--- src/rtl/reorder_buffer.sv ---
`default_nettype none
// ============================================================================
//  Module      : reorder_buffer
//  Description : Circular in-order reorder buffer. Rename/dispatch writes one
//                entry per cycle, execute marks entries done by index, and the
//                oldest done entry retires each cycle, handing its displaced
//                physical register back to the free list.
//  Revision    : 1.0  initial release
// ============================================================================
module reorder_buffer #(
    parameter int ROB_DEPTH = 8,
    parameter int PREG_W    = 5,
    parameter int AREG_W    = 5,
    localparam int IDX_W    = $clog2(ROB_DEPTH)
) (
    input  logic              clock,
    input  logic              reset,
    input  logic              flush,

    input  logic              dispatch_valid,
    output logic              dispatch_ready,
    input  logic              dispatch_has_dest,
    input  logic [AREG_W-1:0] dispatch_arch_dest,
    input  logic [PREG_W-1:0] dispatch_phys_dest,
    input  logic [PREG_W-1:0] dispatch_old_phys,
    output logic [IDX_W-1:0]  dispatch_rob_idx,

    input  logic              complete_valid,
    input  logic [IDX_W-1:0]  complete_rob_idx,

    output logic              commit_valid,
    output logic              commit_has_dest,
    output logic [AREG_W-1:0] commit_arch_dest,
    output logic [PREG_W-1:0] commit_phys_dest,
    output logic [PREG_W-1:0] commit_old_phys,

    output logic [IDX_W:0]    count,
    output logic              empty,
    output logic              full
);

    // Per-entry state
    logic [ROB_DEPTH-1:0] valid_q,    valid_d;
    logic [ROB_DEPTH-1:0] done_q,     done_d;
    logic [ROB_DEPTH-1:0] has_dest_q, has_dest_d;
    logic [AREG_W-1:0]    arch_q     [ROB_DEPTH];
    logic [AREG_W-1:0]    arch_d     [ROB_DEPTH];
    logic [PREG_W-1:0]    phys_q     [ROB_DEPTH];
    logic [PREG_W-1:0]    phys_d     [ROB_DEPTH];
    logic [PREG_W-1:0]    old_phys_q [ROB_DEPTH];
    logic [PREG_W-1:0]    old_phys_d [ROB_DEPTH];

    // Pointers and occupancy
    logic [IDX_W-1:0]     head_q,  head_d;
    logic [IDX_W-1:0]     tail_q,  tail_d;
    logic [IDX_W:0]       count_q, count_d;

    logic                 dispatch_fire;
    logic                 commit_fire;
    logic                 complete_hit;

    // Status, handshake and commit payload straight from the head entry
    always_comb begin
        full             = (count_q == (IDX_W+1)'(ROB_DEPTH));
        empty            = (count_q == '0);
        count            = count_q;
        dispatch_ready   = !full;
        dispatch_rob_idx = tail_q;
        dispatch_fire    = dispatch_valid && !full;
        commit_fire      = valid_q[head_q] && done_q[head_q] && !flush;
        commit_valid     = commit_fire;
        commit_has_dest  = has_dest_q[head_q];
        commit_arch_dest = arch_q[head_q];
        commit_phys_dest = phys_q[head_q];
        commit_old_phys  = old_phys_q[head_q];
        // A completion that lands on the slot being written this cycle is
        // dropped so the fresh entry always starts not-done.
        complete_hit     = complete_valid && valid_q[complete_rob_idx]
                           && !(dispatch_fire && (complete_rob_idx == tail_q));
    end

    // Next-state: flush wipes everything, otherwise complete, retire, allocate
    always_comb begin
        valid_d    = valid_q;
        done_d     = done_q;
        has_dest_d = has_dest_q;
        arch_d     = arch_q;
        phys_d     = phys_q;
        old_phys_d = old_phys_q;
        head_d     = head_q;
        tail_d     = tail_q;
        count_d    = count_q;

        if (flush) begin
            valid_d = '0;
            done_d  = '0;
            head_d  = '0;
            tail_d  = '0;
            count_d = '0;
        end else begin
            if (complete_hit) begin
                done_d[complete_rob_idx] = 1'b1;
            end
            if (commit_fire) begin
                valid_d[head_q] = 1'b0;
                done_d[head_q]  = 1'b0;
                head_d          = head_q + IDX_W'(1);
            end
            // Dispatch never targets the head while it retires: a firing
            // dispatch implies not full, so the tail slot is free.
            if (dispatch_fire) begin
                valid_d[tail_q]    = 1'b1;
                done_d[tail_q]     = 1'b0;
                has_dest_d[tail_q] = dispatch_has_dest;
                arch_d[tail_q]     = dispatch_arch_dest;
                phys_d[tail_q]     = dispatch_phys_dest;
                old_phys_d[tail_q] = dispatch_old_phys;
                tail_d             = tail_q + IDX_W'(1);
            end
            count_d = count_q + (IDX_W+1)'(dispatch_fire)
                              - (IDX_W+1)'(commit_fire);
        end
    end

    // State registers with synchronous reset
    always_ff @(posedge clock) begin
        if (reset) begin
            valid_q    <= '0;
            done_q     <= '0;
            has_dest_q <= '0;
            head_q     <= '0;
            tail_q     <= '0;
            count_q    <= '0;
            for (int i = 0; i < ROB_DEPTH; i++) begin
                arch_q[i]     <= '0;
                phys_q[i]     <= '0;
                old_phys_q[i] <= '0;
            end
        end else begin
            valid_q    <= valid_d;
            done_q     <= done_d;
            has_dest_q <= has_dest_d;
            head_q     <= head_d;
            tail_q     <= tail_d;
            count_q    <= count_d;
            for (int i = 0; i < ROB_DEPTH; i++) begin
                arch_q[i]     <= arch_d[i];
                phys_q[i]     <= phys_d[i];
                old_phys_q[i] <= old_phys_d[i];
            end
        end
    end

endmodule
`default_nettype wire

--- config.mk ---
export PLATFORM = sky130hd
export DESIGN_NAME = reorder_buffer
export DESIGN_NICKNAME = d
export VERILOG_FILES = /design/src/rtl/reorder_buffer.sv
export SDC_FILE = /design/constraint.sdc
export NUM_CORES = 1
export LEC_CHECK = 0
export ABC_AREA = 1
export CAP_MARGIN = 25
export CORE_UTILIZATION = 45
export DETAILED_ROUTE_END_ITERATION = 10
export PLACE_DENSITY = 0.63
export SYNTH_ARGS = -nofsm -noshare
export SYNTH_HDL_FRONTEND = slang
export SYNTH_SLANG_ARGS = --single-unit
--- constraint.sdc ---
create_clock -name clock -period 3.5 [get_ports clock]
set_input_delay 0.7 -clock clock [delete_from_list [all_inputs] [get_ports clock]]
set_output_delay 0.7 -clock clock [all_outputs]
set_load 0.005 [all_outputs]
==> results of run 1 <==
==> cells by family (layout without fill, tap and decap cells) <==
family                     count (synthesis)  count (layout)  share of synthesized area [%]
adders and majority gates                  9               9                           1.63
xor gates and xnor gates                   5               5                          0.596
AOI/OAI and AO/OA                        241             241                           17.8
and+or+nand+nor                          506             506                           28.9
DFF                                      154             154                           41.9
buffers and inverters                    152             175                           9.14
==> per-stage QoR <==
| stage | cells | util (%) |
|---|---|---|
| floorplan | 1067 | - |
| global placement | 1275 | 49.5 |
| detailed placement | 1275 | 49.5 |
| CTS | 1306 | 53.2 |
| global route | 1306 | 53.2 |
| finish | 1306 | 53.2 |
==> routing by layer <==
layer  wire length (um)  global-route usage [%]  share of wire (%)
met5                  0                       0                  0
met4                380                    8.69                1.7
met3               1340                    4.51                6.2
met2              10200                    43.5                 47
met1               9870                    36.0                 45
==> worst paths after layout <==
check,slack [ps],start,cells past startpoint,endpoint
max,250,head_q[1]$_SDFFE_PP0N_,6,commit_phys_dest[3]
min,480,done_q[0]$_SDFF_PP0_,2,done_q[0]$_SDFF_PP0_
max reg2reg,750,head_q[1]$_SDFFE_PP0N_,15,count[2]$_SDFF_PP0_
min reg2reg,480,done_q[0]$_SDFF_PP0_,2,done_q[0]$_SDFF_PP0_
==> cell usage after synthesis, drive strengths merged <==
library cell / instances
a211oi: 2
a21boi: 1
a21oi: 10
a221oi: 10
a31oi: 8
buf: 48
clkbuf: 29
clkinv: 1
dfxtp: 154
fa: 1
ha: 8
inv: 74
nand2: 96
nand3: 25
nand4: 8
nor2: 366
nor3: 10
nor3b: 1
o211ai: 16
o21ai: 189
o22ai: 5
xor2: 5
==> sequential cells by signal, summed over array words and instances, names as in the netlist <==
signal / flops
arch_q: 40
count: 4
dispatch_rob_idx: 3
done_q: 8
has_dest_q: 8
head_q: 3
old_phys_q: 40
phys_q: 40
valid_q: 8
==> worst reg2reg max path, cell delays in order, from the launching register on <==
cell and delay, ps:
dfxtp_1 440, nand2_1 140, inv_2 250, nand3_1 110, nand2_1 100, inv_1 40
nand2_1 70, nand3_2 240, inv_2 180, ha_1 240, inv_1 60, ha_1 130
inv_1 50, fa_1 370, xor2_1 150, nor2_1 100
==> power groups by stage <==
stage          logic, uW  clock network, uW  registers, uW
2_1_floorplan        144                  0           1830
5_1_grt              265               1990           1790
4_1_cts              242               1920           1790
6_report             243               1900           1790
3_3_place_gp         240                  0           1830
3_5_place_dp         240                  0           1830
==> repair_timing <==
action	4_1_cts	5_1_grt
setup buffers	0	0
endpoints found under the setup margin	0	13
resized for setup	0	2
==> final cells by class <==
cell class,instances,area [sq um]
Multi-Input combinational cell,761,3590
Inverter,75,285
Clock buffer,18,429
Fill cell,1601,7450
Tap cell,216,270
Timing Repair Buffer,69,656
Sequential cell,154,3090
Clock inverter,13,168
==> results.sh, run 1 <==
export IMPL_status="finished clean"
export IMPL_powerDensity_nw_per_um2=464
export IMPL_final_common_cell="nor2_1"
export IMPL_synthCells=1067
export IMPL_h_tree_depth=4
export IMPL_period_share_pct=93.0
export IMPL_p_int_uw=3000
export IMPL_grt_max_degree=129
export IMPL_yosys_area_top_type_share_pct=41.9
export IMPL_rsz0062_at_grt="no"
export IMPL_clock_power_share_pct=48.3
export IMPL_seq_area_frac_synth_pct=41.9
export IMPL_syn_area_sq_um=7350
export IMPL_hpwl_um=13400
export IMPL_cts_sinks=154
export IMPL_holdWs_ps=481
export IMPL_yosys_top_cells_area="dfxtp_1, nor2_1, o21ai_0"
export IMPL_final_nets=1111
export IMPL_path_cells="nor2_1 -> nand2_1 -> clkinvlp_4 -> a221oi_1 -> o211ai_1 -> clkdlybuf4s50_1"
export IMPL_clkTransAtPathRegs_ps=60
export IMPL_power_share_combinational_pct=6.2
export IMPL_drcViolationCount=0
export IMPL_n_antenna_cell=0
export IMPL_drt_iter0_drc=579
export IMPL_rows=46
export IMPL_p_seq_share_pct=45.5
export IMPL_wl_per_cell_um=16.7
export IMPL_hp_class="reg -> reg"
export IMPL_cts_root_buf="clkbuf_16"
export IMPL_startpoint_type="register"
export IMPL_start_util_pct=46.1
export IMPL_final_hold_viol_count=0
export IMPL_yosys_warnings=0
export IMPL_avgSynthCellArea_sq_um=6.89
export IMPL_path_max_fanout=17
export IMPL_io_buffers=50
export IMPL_die_h_um=130
export IMPL_synth_top_area_cell="dfxtp_1"
export IMPL_dpl_instance_area_sq_um=7890
export IMPL_cts_tree="done"
export IMPL_relSlewSlack_pct=57.5
export IMPL_maxSlewViolCount=0
export IMPL_required_ps=2800
export IMPL_ant_nets=0
export IMPL_crit_path_end_kind="output pin"
export IMPL_finalWorstSetupSlack_ps=247
export IMPL_cts_hold_buf=0
export IMPL_setup_viol=0
export IMPL_worst_slew_pin_slew_ps=636
export IMPL_layout_common_cells="nor2_1, dfxtp_1, o21ai_0, nand2_1, o21ai_1"
export IMPL_p_sw_share_pct=23.7
export IMPL_finClkSkew_ps=11.3
export IMPL_area_delta_synth_final_pct=15.5
export IMPL_crit_family="buffers and inverters"
export IMPL_overflow=0
export IMPL_dr_pass1_iters=5
export IMPL_syn_num_nets=1100
export IMPL_slowest_delay_ps=460
export IMPL_ys_types=34
export IMPL_min_period_ps=3250
export IMPL_fp_dieW_um=130
export IMPL_track_usage_pct=26.7
export IMPL_drv_cap=0
export IMPL_pre_cts_ws_ps=484
export IMPL_drive_gt1_share_pct=8.90
export IMPL_p_leak_uw=0.00375
export IMPL_ios=51
export IMPL_path_class="reg -> out"
export IMPL_grt_pass1_wl_um=34300
export IMPL_num_vias=7013
export IMPL_total_power_uw=3940
export IMPL_grt_pass1_vias=6303
export IMPL_slowest_stage="clkdlybuf4s50_1"
export IMPL_insertion_delay_ps=430
export IMPL_setup_tns_ps=0
export IMPL_core_area_sq_um=15900
export IMPL_cp_arrival_ps=2550
export IMPL_power_switching_uw=935
export IMPL_place_congestion=0.842
export IMPL_die_area_sq_um=16800
export IMPL_max_vdd_ir_drop_uv=376
export IMPL_ys_ff_latch=154
export IMPL_cts_made_buffers=17
export IMPL_fmax_mhz=307
export IMPL_drt_total_wl_um=21800
export IMPL_clockBufferDepth=2
export IMPL_antenna_found_initial=0
export IMPL_crit_buf_inv=2
export IMPL_design_area_sq_um=8490
export IMPL_via_per_inst=5.37
Note: power is estimated with default switching activity, not from simulation.
==> inputs of run 2 (changes only) <==
--- a/config.mk
+++ b/config.mk
@@ -6,7 +6,7 @@
 export NUM_CORES = 1
 export LEC_CHECK = 0
 export ABC_AREA = 1
-export CAP_MARGIN = 25
+export ABC_CLOCK_PERIOD_IN_PS = 3300
 export CORE_UTILIZATION = 45
 export DETAILED_ROUTE_END_ITERATION = 10
 export PLACE_DENSITY = 0.63
==> constraint.sdc (replaced) <==
create_clock -name clock -period 3.3 [get_ports clock]
set_input_delay 0.66 -clock clock [delete_from_list [all_inputs] [get_ports clock]]
set_output_delay 0.66 -clock clock [all_outputs]
set_load 0.005 [all_outputs]
==> run 2 against run 1 <==
Compared with the run above:
- wire length up 2.3%
- non-clock buffer count increased by 5
- hold slack worse by 11 ps
- clock power grew 13%
- final cell count up 0.46%
- largest power group unchanged
==> results.sh, run 2 (synthesis gave the netlist of run 1 again) <==
export IMPL_status="finished clean"
export IMPL_track_usage_pct=27.7
export IMPL_cts_made_buffers=17
export IMPL_die_area_sq_um=16800
export IMPL_r2r_start="head_q[2]$_SDFFE_PP0N_"
export IMPL_final_common_cell="nor2_1"
export IMPL_die_h_um=130
export IMPL_path_cells="nand2_1 -> inv_2 -> nand3_1 -> nand2_1 -> inv_1 -> nand2_1 -> nand3_2 -> inv_2 -> clkdlybuf4s50_1"
export IMPL_holdPathStages=2
export IMPL_crit_start="head_q[2]$_SDFFE_PP0N_"
export IMPL_grt_pass1_wl_um=35100
export IMPL_layout_common_cells="nor2_1, dfxtp_1, o21ai_0, nand2_1, o21ai_1"
export IMPL_fill_cells=1573
export IMPL_fp_dieW_um=130
export IMPL_worst_r2r_path_depth=15
export IMPL_powerDensity_nw_per_um2=502
export IMPL_reg_largest_list="arch_q x40, old_phys_q x40, phys_q x40"
export IMPL_r2r_slack_ps=640
export IMPL_rows=46
export IMPL_wl_per_cell_um=17.0
export IMPL_place_congestion=0.845
export IMPL_clkTransAtPathRegs_ps=60
export IMPL_slowest_delay_ps=510
export IMPL_required_ps=2640
export IMPL_clock_power_share_pct=49.7
export IMPL_grt_max_degree=90
export IMPL_path_max_fanout=21
export IMPL_setup_viol=0
export IMPL_regToRegEndpoint="count[2]$_SDFF_PP0_"
export IMPL_p_sw_share_pct=23.4
export IMPL_drt_iter0_drc=609
export IMPL_crit_buf_inv=4
export IMPL_cts_sinks=154
export IMPL_cts_hold_buf=0
export IMPL_power_share_combinational_pct=6.1
export IMPL_holdWs_ps=470
export IMPL_crit_path_end_kind="output pin"
export IMPL_postCtsSetupRepairBufs=0
export IMPL_cts_root_buf="clkbuf_16"
export IMPL_crit_family="buffers and inverters"
export IMPL_relSlewSlack_pct=59.1
export IMPL_overflow=0
export IMPL_startpoint_type="register"
export IMPL_dp_cells=1280
export IMPL_area_delta_synth_final_pct=16.8
export IMPL_hpwl_um=13300
export IMPL_final_nets=1116
export IMPL_drv_cap=0
export IMPL_total_power_uw=4310
export IMPL_n_antenna_cell=0
export IMPL_dpl_instance_area_sq_um=7940
export IMPL_min_period_ps=3130
export IMPL_h_tree_depth=4
export IMPL_worst_slew_pin_slew_ps=612
export IMPL_period_share_pct=94.8
export IMPL_ios=51
export IMPL_drt_total_wl_um=22300
export IMPL_dr_pass1_iters=5
export IMPL_p_int_uw=3300
export IMPL_start_util_pct=46.1
export IMPL_design_area_sq_um=8590
export IMPL_cts_tree="done"
export IMPL_maxSlewViolCount=0
export IMPL_clockBufferDepth=2
export IMPL_ant_nets=0
export IMPL_drcViolationCount=0
export IMPL_fin_cells=1312
export IMPL_rsz0062_at_grt="no"
export IMPL_num_vias=6981
export IMPL_hp_start="done_q[4]$_SDFF_PP0_"
export IMPL_core_area_sq_um=15900
export IMPL_min_to="done_q[4]$_SDFF_PP0_"
export IMPL_slowest_stage="clkdlybuf4s50_1"
export IMPL_crit_top_cell="nand2_1"
export IMPL_final_hold_viol_count=0
export IMPL_hp_class="reg -> reg"
export IMPL_insertion_delay_ps=440
export IMPL_max_vdd_ir_drop_uv=403
export IMPL_io_buffers=50
export IMPL_fmax_mhz=320
export IMPL_power_switching_uw=1010
export IMPL_path_class="reg -> out"
export IMPL_drive_gt1_share_pct=9.40
export IMPL_grt_pass1_vias=6501
export IMPL_antenna_found_initial=0
export IMPL_via_per_inst=5.32
export IMPL_p_leak_uw=0.00381
export IMPL_p_seq_share_pct=44.2
export IMPL_finClkSkew_ps=8.64
export IMPL_setup_tns_ps=0
export IMPL_cp_arrival_ps=2470
## run 2: cell types whose count changed in the layout (fill, tap and decap cells not counted), moves of 2 or more
cell and change:
clkbuf_8 +5, buf_4 +4, clkinv_2 -3, inv_2 -2, inv_4 +2
## run 2: repair_timing
item	CTS	global route
endpoints found under the hold margin	0	0
gates resized for setup	0	4
setup endpoints to repair	0	16
## run 2: final cells by class
type / instances / area [sq um] / area share, %
Clock buffer: 22 / 494 / 5.76
Clock inverter: 10 / 151 / 1.76
Inverter: 75 / 287 / 3.34
Multi-Input combinational cell: 761 / 3590 / 41.9
Sequential cell: 154 / 3080 / 35.9
Tap cell: 216 / 270 / 3.15
Timing Repair Buffer: 74 / 706 / 8.22
## run 2: routing by layer
metal  part of all wire [%]  up-vias  wire [um]  global-route usage (%)
met5                      0        -          0                       0
met4                    2.3        0        515                    11.1
met3                    6.1       45       1350                    5.66
met2                     46      205      10300                    44.8
met1                     45     3267      10100                    36.2
li1                       -     3464          -                       -
## run 2: power groups by stage
stage | sequential (uW) | combinational (uW) | clock, uW
final | 1900 | 261 | 2140
after global routing | 1910 | 286 | 2240
after CTS | 1900 | 260 | 2150
after detailed placement | 1940 | 259 | 0
after global placement | 1940 | 257 | 0
after floorplan | 1940 | 153 | 0
## run 2: worst reg2reg max path: stages (launching register included)
cell	delay, ps
dfxtp_1	430
nand2_1	110
inv_2	390
nand3_1	130
nand2_1	120
inv_1	40
nand2_1	90
nand3_2	90
inv_2	110
ha_1	230
inv_1	50
ha_1	130
inv_1	50
fa_1	370
xor2_1	140
nor2_1	50
## run 2: stage by stage
stage / setup WS, ps / utilization, %
3_5_place_dp: 510 / 49.8
5_1_grt: 39.8 / 53.9
6_report: 172 / 53.9
2_1_floorplan: 1030 / -
3_3_place_gp: 517 / 49.8
4_1_cts: 32.9 / 53.8
## run 2: worst max path at each step
stage,slack [ps],depth (start not counted),end
2_1_floorplan,1030,11,count[2]$_SDFF_PP0_
3_3_place_gp,520,6,commit_old_phys[1]
3_5_place_dp,510,6,commit_old_phys[1]
4_1_cts,30,6,commit_old_phys[1]
5_1_grt,40,7,commit_old_phys[0]
6_report,170,9,commit_valid
==> inputs of run 3 (changes only) <==
--- a/config.mk
+++ b/config.mk
@@ -6,10 +6,11 @@
 export NUM_CORES = 1
 export LEC_CHECK = 0
 export ABC_AREA = 1
-export ABC_CLOCK_PERIOD_IN_PS = 3300
+export ABC_CLOCK_PERIOD_IN_PS = 3930
 export CORE_UTILIZATION = 45
 export DETAILED_ROUTE_END_ITERATION = 10
 export PLACE_DENSITY = 0.63
+export SKIP_LAST_GASP = 1
 export SYNTH_ARGS = -nofsm -noshare
 export SYNTH_HDL_FRONTEND = slang
 export SYNTH_SLANG_ARGS = --single-unit
==> constraint.sdc (replaced) <==
create_clock -name clock -period 3.93 [get_ports clock]
set_input_delay 0.786 -clock clock [delete_from_list [all_inputs] [get_ports clock]]
set_output_delay 0.786 -clock clock [all_outputs]
set_load 0.005 [all_outputs]
==> run 3 against run 2 <==
Compared with the run above:
- count of clock-buffer cells in the layout is the same
- sequential power decreased by 16%
- wire length fell by 3.0%
- clock power decreased by 28%
- core utilization fell by 1.2 points
- die area unchanged
- largest power group is now registers
- highest routed layer unchanged
==> results.sh, run 3 (synthesis gave the netlist of run 1 again) <==
export IMPL_status="finished clean"
export IMPL_reg_largest_list="arch_q x40, old_phys_q x40, phys_q x40"
export IMPL_drt_iter0_drc=757
export IMPL_die_area_sq_um=16800
export IMPL_required_ps=3140
export IMPL_drcViolationCount=0
export IMPL_io_buffers=50
export IMPL_r2r_start="head_q[2]$_SDFFE_PP0N_"
export IMPL_fp_dieW_um=130
export IMPL_drv_cap=0
export IMPL_hp_class="reg -> reg"
export IMPL_layout_common_cells="nor2_1, dfxtp_1, o21ai_0, nand2_1, o21ai_1"
export IMPL_finClkSkew_ps=8.92
export IMPL_worst_r2r_path_depth=15
export IMPL_period_share_pct=95.4
export IMPL_r2r_slack_ps=740
export IMPL_setup_tns_ps=0
export IMPL_final_hold_viol_count=0
export IMPL_place_congestion=0.889
export IMPL_max_vdd_ir_drop_uv=311
export IMPL_crit_path_end_kind="output pin"
export IMPL_cts_hold_buf=0
export IMPL_core_area_sq_um=15900
export IMPL_p_leak_uw=0.00370
export IMPL_num_vias=6937
export IMPL_ctsResizeCount=0
export IMPL_maxSlewViolCount=0
export IMPL_postCtsSetupRepairBufs=0
export IMPL_path_max_fanout=18
export IMPL_hp_start="done_q[7]$_SDFF_PP0_"
export IMPL_regToRegEndpoint="count[2]$_SDFF_PP0_"
export IMPL_ant_nets=0
export IMPL_path_class="reg -> out"
export IMPL_cts_tree="done"
export IMPL_clockBufferDepth=2
export IMPL_ios=51
export IMPL_drt_total_wl_um=21600
export IMPL_die_h_um=130
export IMPL_area_delta_synth_final_pct=14.2
export IMPL_rows=46
export IMPL_via_per_inst=5.34
export IMPL_hpwl_um=12700
export IMPL_min_period_ps=3750
export IMPL_powerDensity_nw_per_um2=401
export IMPL_worst_slew_pin_slew_ps=628
export IMPL_dr_pass1_iters=5
export IMPL_startpoint_type="register"
export IMPL_dp_cells=1270
export IMPL_relSlewSlack_pct=58.1
export IMPL_fin_cells=1299
export IMPL_rsz0062_at_grt="no"
export IMPL_cts_sinks=154
export IMPL_cts_root_buf="clkbuf_16"
export IMPL_antenna_found_initial=0
export IMPL_n_antenna_cell=0
export IMPL_wl_per_cell_um=16.6
export IMPL_grt_pass1_wl_um=34600
export IMPL_drive_gt1_share_pct=8.13
export IMPL_final_common_cell="nor2_1"
export IMPL_track_usage_pct=27.2
export IMPL_clkTransAtPathRegs_ps=60
export IMPL_h_tree_depth=4
export IMPL_grt_max_degree=129
export IMPL_final_nets=1106
export IMPL_cts_made_buffers=17
export IMPL_overflow=0
export IMPL_holdPathStages=2
export IMPL_setup_viol=0
export IMPL_start_util_pct=46.1
export IMPL_grt_pass1_vias=6483
export IMPL_insertion_delay_ps=430
export IMPL_cp_arrival_ps=2960
export IMPL_fmax_mhz=267
export IMPL_min_to="done_q[7]$_SDFF_PP0_"
==> run 3: report_power, final <==
group / total, uW / internal (uW) / leakage (uW) / switching (uW)
Sequential: 1600 / 1580 / 0.00124 / 14.3
Clock: 1550 / 909 / 0.000264 / 644
Combinational: 216 / 87.8 / 0.00219 / 128
==> run 3: layer usage <==
layer / up-vias / GRT usage [%] / part of all wire (%)
met2: 231 / 44.3 / 46
li1: 3444 / - / -
met3: 27 / 4.63 / 6.2
met1: 3235 / 36.7 / 46
met4: 0 / 8.34 / 1.5
met5: - / 0 / 0
==> run 3: area by class of cell <==
class,count,area (sq um)
Timing Repair Buffer,64,618
Clock inverter,7,68.8
Clock buffer,22,474
Fill cell,1590,7550
Multi-Input combinational cell,761,3590
Inverter,75,282
Sequential cell,154,3080
Tap cell,216,270
==> run 3: worst max-delay path: stages, from the launching register on <==
cell and delay, ps:
dfxtp_1 450, inv_2 70, nor2_2 420, nand3_1 130, nand2_1 100, inv_2 30, nand2_2 280, nand3_2 340
inv_2 200, clkdlybuf4s50_1 510
==> run 3: per-stage QoR <==
stage	utilization, %	hold WS [ps]	setup WS [ps]	cell area (sq um)	total power, uW
global route	52.6	497	16.0	8390	3480
detailed placement	49.2	456	700	7850	1850
finish	52.6	462	183	8390	3370
CTS	52.6	469	241	8390	3390
global placement	49.2	451	805	7850	1850
floorplan	-	437	1530	7350	1760
==> run 3: how the worst max path moves through the flow <==
stage	start	endpoint	slack [ps]	cells past startpoint
after global placement	head_q[2]$_SDFFE_PP0N_	commit_valid	810	9
after floorplan	flush	count[2]$_SDFF_PP0_	1530	11
after CTS	head_q[2]$_SDFFE_PP0N_	commit_valid	240	9
after global routing	head_q[2]$_SDFFE_PP0N_	commit_valid	20	9
after detailed placement	head_q[2]$_SDFFE_PP0N_	commit_valid	700	9
final	head_q[2]$_SDFFE_PP0N_	commit_valid	180	9
==> edit: new RTL, settings of run 1 <==
`ROB_DEPTH`: 8 -> 4.
--- a/src/rtl/reorder_buffer.sv
+++ b/src/rtl/reorder_buffer.sv
@@ -8,7 +8,7 @@
 //  Revision    : 1.0  initial release
 // ============================================================================
 module reorder_buffer #(
-    parameter int ROB_DEPTH = 8,
+    parameter int ROB_DEPTH = 4,
     parameter int PREG_W    = 5,
     parameter int AREG_W    = 5,
     localparam int IDX_W    = $clog2(ROB_DEPTH)
Interface: changed (resized complete_rob_idx, count and dispatch_rob_idx); port bits go from 51 to 48. No check against the original RTL was run, so the function may have changed too.
==> edit against run 1 <==
Cell area shrank 49%. Sequential cell count shrank 75. Sequential power shrank 48%. Global-route usage shrank 1.9 points. Routed wire length shrank 54%. Power shrank 55%. Synthesized area shrank 49%. Worst setup slack gained 97 ps. Critical path type unchanged. Critical endpoint is now commit_valid. Largest power group is now sequential cells.
==> edit: results <==
[cts]
clkTransAtPathRegs_ps = 80
clk_latency_ps = 360
cts_root_buf = "clkbuf_8"
htreeDepth = 3
cts_buffers = 9

[critical_path]
critical_path.max_fanout = 15
slowest_delay_ps = 500
cp.arrival_ps = 2460
crit_slowest_cell = "dfxtp_1"

[global_routing]
grt_usage_pct = 24.8
grt_max_degree = 65
first_global_vias = 3409
grt_pass1_wl_um = 16900

[placement]
hpwl_um = 6120
pre_cts_ws_ps = 541
port_buffers = 47
gp_congestion = 0.886

[pwr]
p_switching_uw = 449
ir_drop_v = 0.000257
p_leak_uw = 0.00157

[outcome]
outcome = "completed"

[cells_and_area]
finalNetCount = 574
drive_above_1_share_pct = 5.87
reg_top3 = "arch_q x20, old_phys_q x20, phys_q x20"

[timing]
worstMarginPinSlew_ps = 756
fin_worst_skew_ps = 11.3

[logic_synthesis]
syn-num-nets = 541
yosysWarnings = 0
synthTopCellsByCount = "104 x nand2_1, 79 x dfxtp_1, 76 x a21oi_1, 71 x nand3_1, 42 x nor2_1"
synth_area_leaders = "dfxtp_1 42%, nand2_1 10%, a21oi_1 10%, nand3_1 9.5%, o21ai_0 4.7%"
yosysSeqAreaShare_pct = 42.2

[detailed_routing]
wl_um = 9930
vias = 3591
drt_iter0_markers = 259
==> edit: worst reg2reg max path: cells and delay by family (launching register included) <==
kind                       cells  cell delay (ps)
and+or+nand+nor                4              880
adders and majority gates      3              770
AOI/OAI and AO/OA              1              110
buffers and inverters          4              670
DFF                            1              500
==> edit: cells by family (layout without fill, tap and decap cells) <==
group / after synthesis / in the layout / share of synthesized area [%]
adders and majority gates: 11 / 11 / 3.87
xor gates and xnor gates: 1 / 1 / 0.234
AOI/OAI and AO/OA: 127 / 127 / 17.5
and+or+nand+nor: 230 / 230 / 26.5
buffers and inverters: 59 / 97 / 9.68
DFF: 79 / 79 / 42.2
==> edit: path summary, 6_finish.rpt <==
kind,startpoint,to,slack (ps),depth (start not counted)
setup / recovery,head_q[0],commit_valid,340,6
setup reg to reg,head_q[0],count[2],520,12
hold reg to reg,done_q[1],done_q[1],450,2
hold / removal,done_q[1],done_q[1],450,2
==> edit: metrics by stage <==
step | instances | cell area, um2 | utilization [%] | total power (uW)
after global placement | 631 | 4150 | 52.6 | 1110
after CTS | 647 | 4340 | 55.1 | 1790
final | 647 | 4340 | 55.1 | 1780
after global routing | 647 | 4340 | 55.1 | 1850
after detailed placement | 631 | 4150 | 52.6 | 1110
after floorplan | 507 | 3750 | - | 1050
==> edit: final cells by class <==
cell class | instances | area [um2]
clock inverters | 6 | 60.1
multi-input cells | 369 | 1800
well taps | 102 | 128
clock buffers | 10 | 138
inverters | 23 | 86.3
flip-flops and latches | 79 | 1580
repair buffers | 58 | 548
fillers | 780 | 3540
==> edit: per-layer routing <==
metal  routed length, um  vias to the layer above  track usage, %
met3                 663                       13            6.02
met5                   0                        -               0
met2                4640                      116            40.9
li1                    -                     1774               -
met1                4470                     1688            31.8
met4                 157                        0            8.33
==> edit: power by group through the flow <==
stage          sequential [uW]  combinational (uW)  clock [uW]
4_1_cts                    924                 170         699
5_1_grt                    926                 187         734
6_report                   924                 170         686
3_3_place_gp               945                 169           0
3_5_place_dp               945                 170           0
2_1_floorplan              943                 103           0
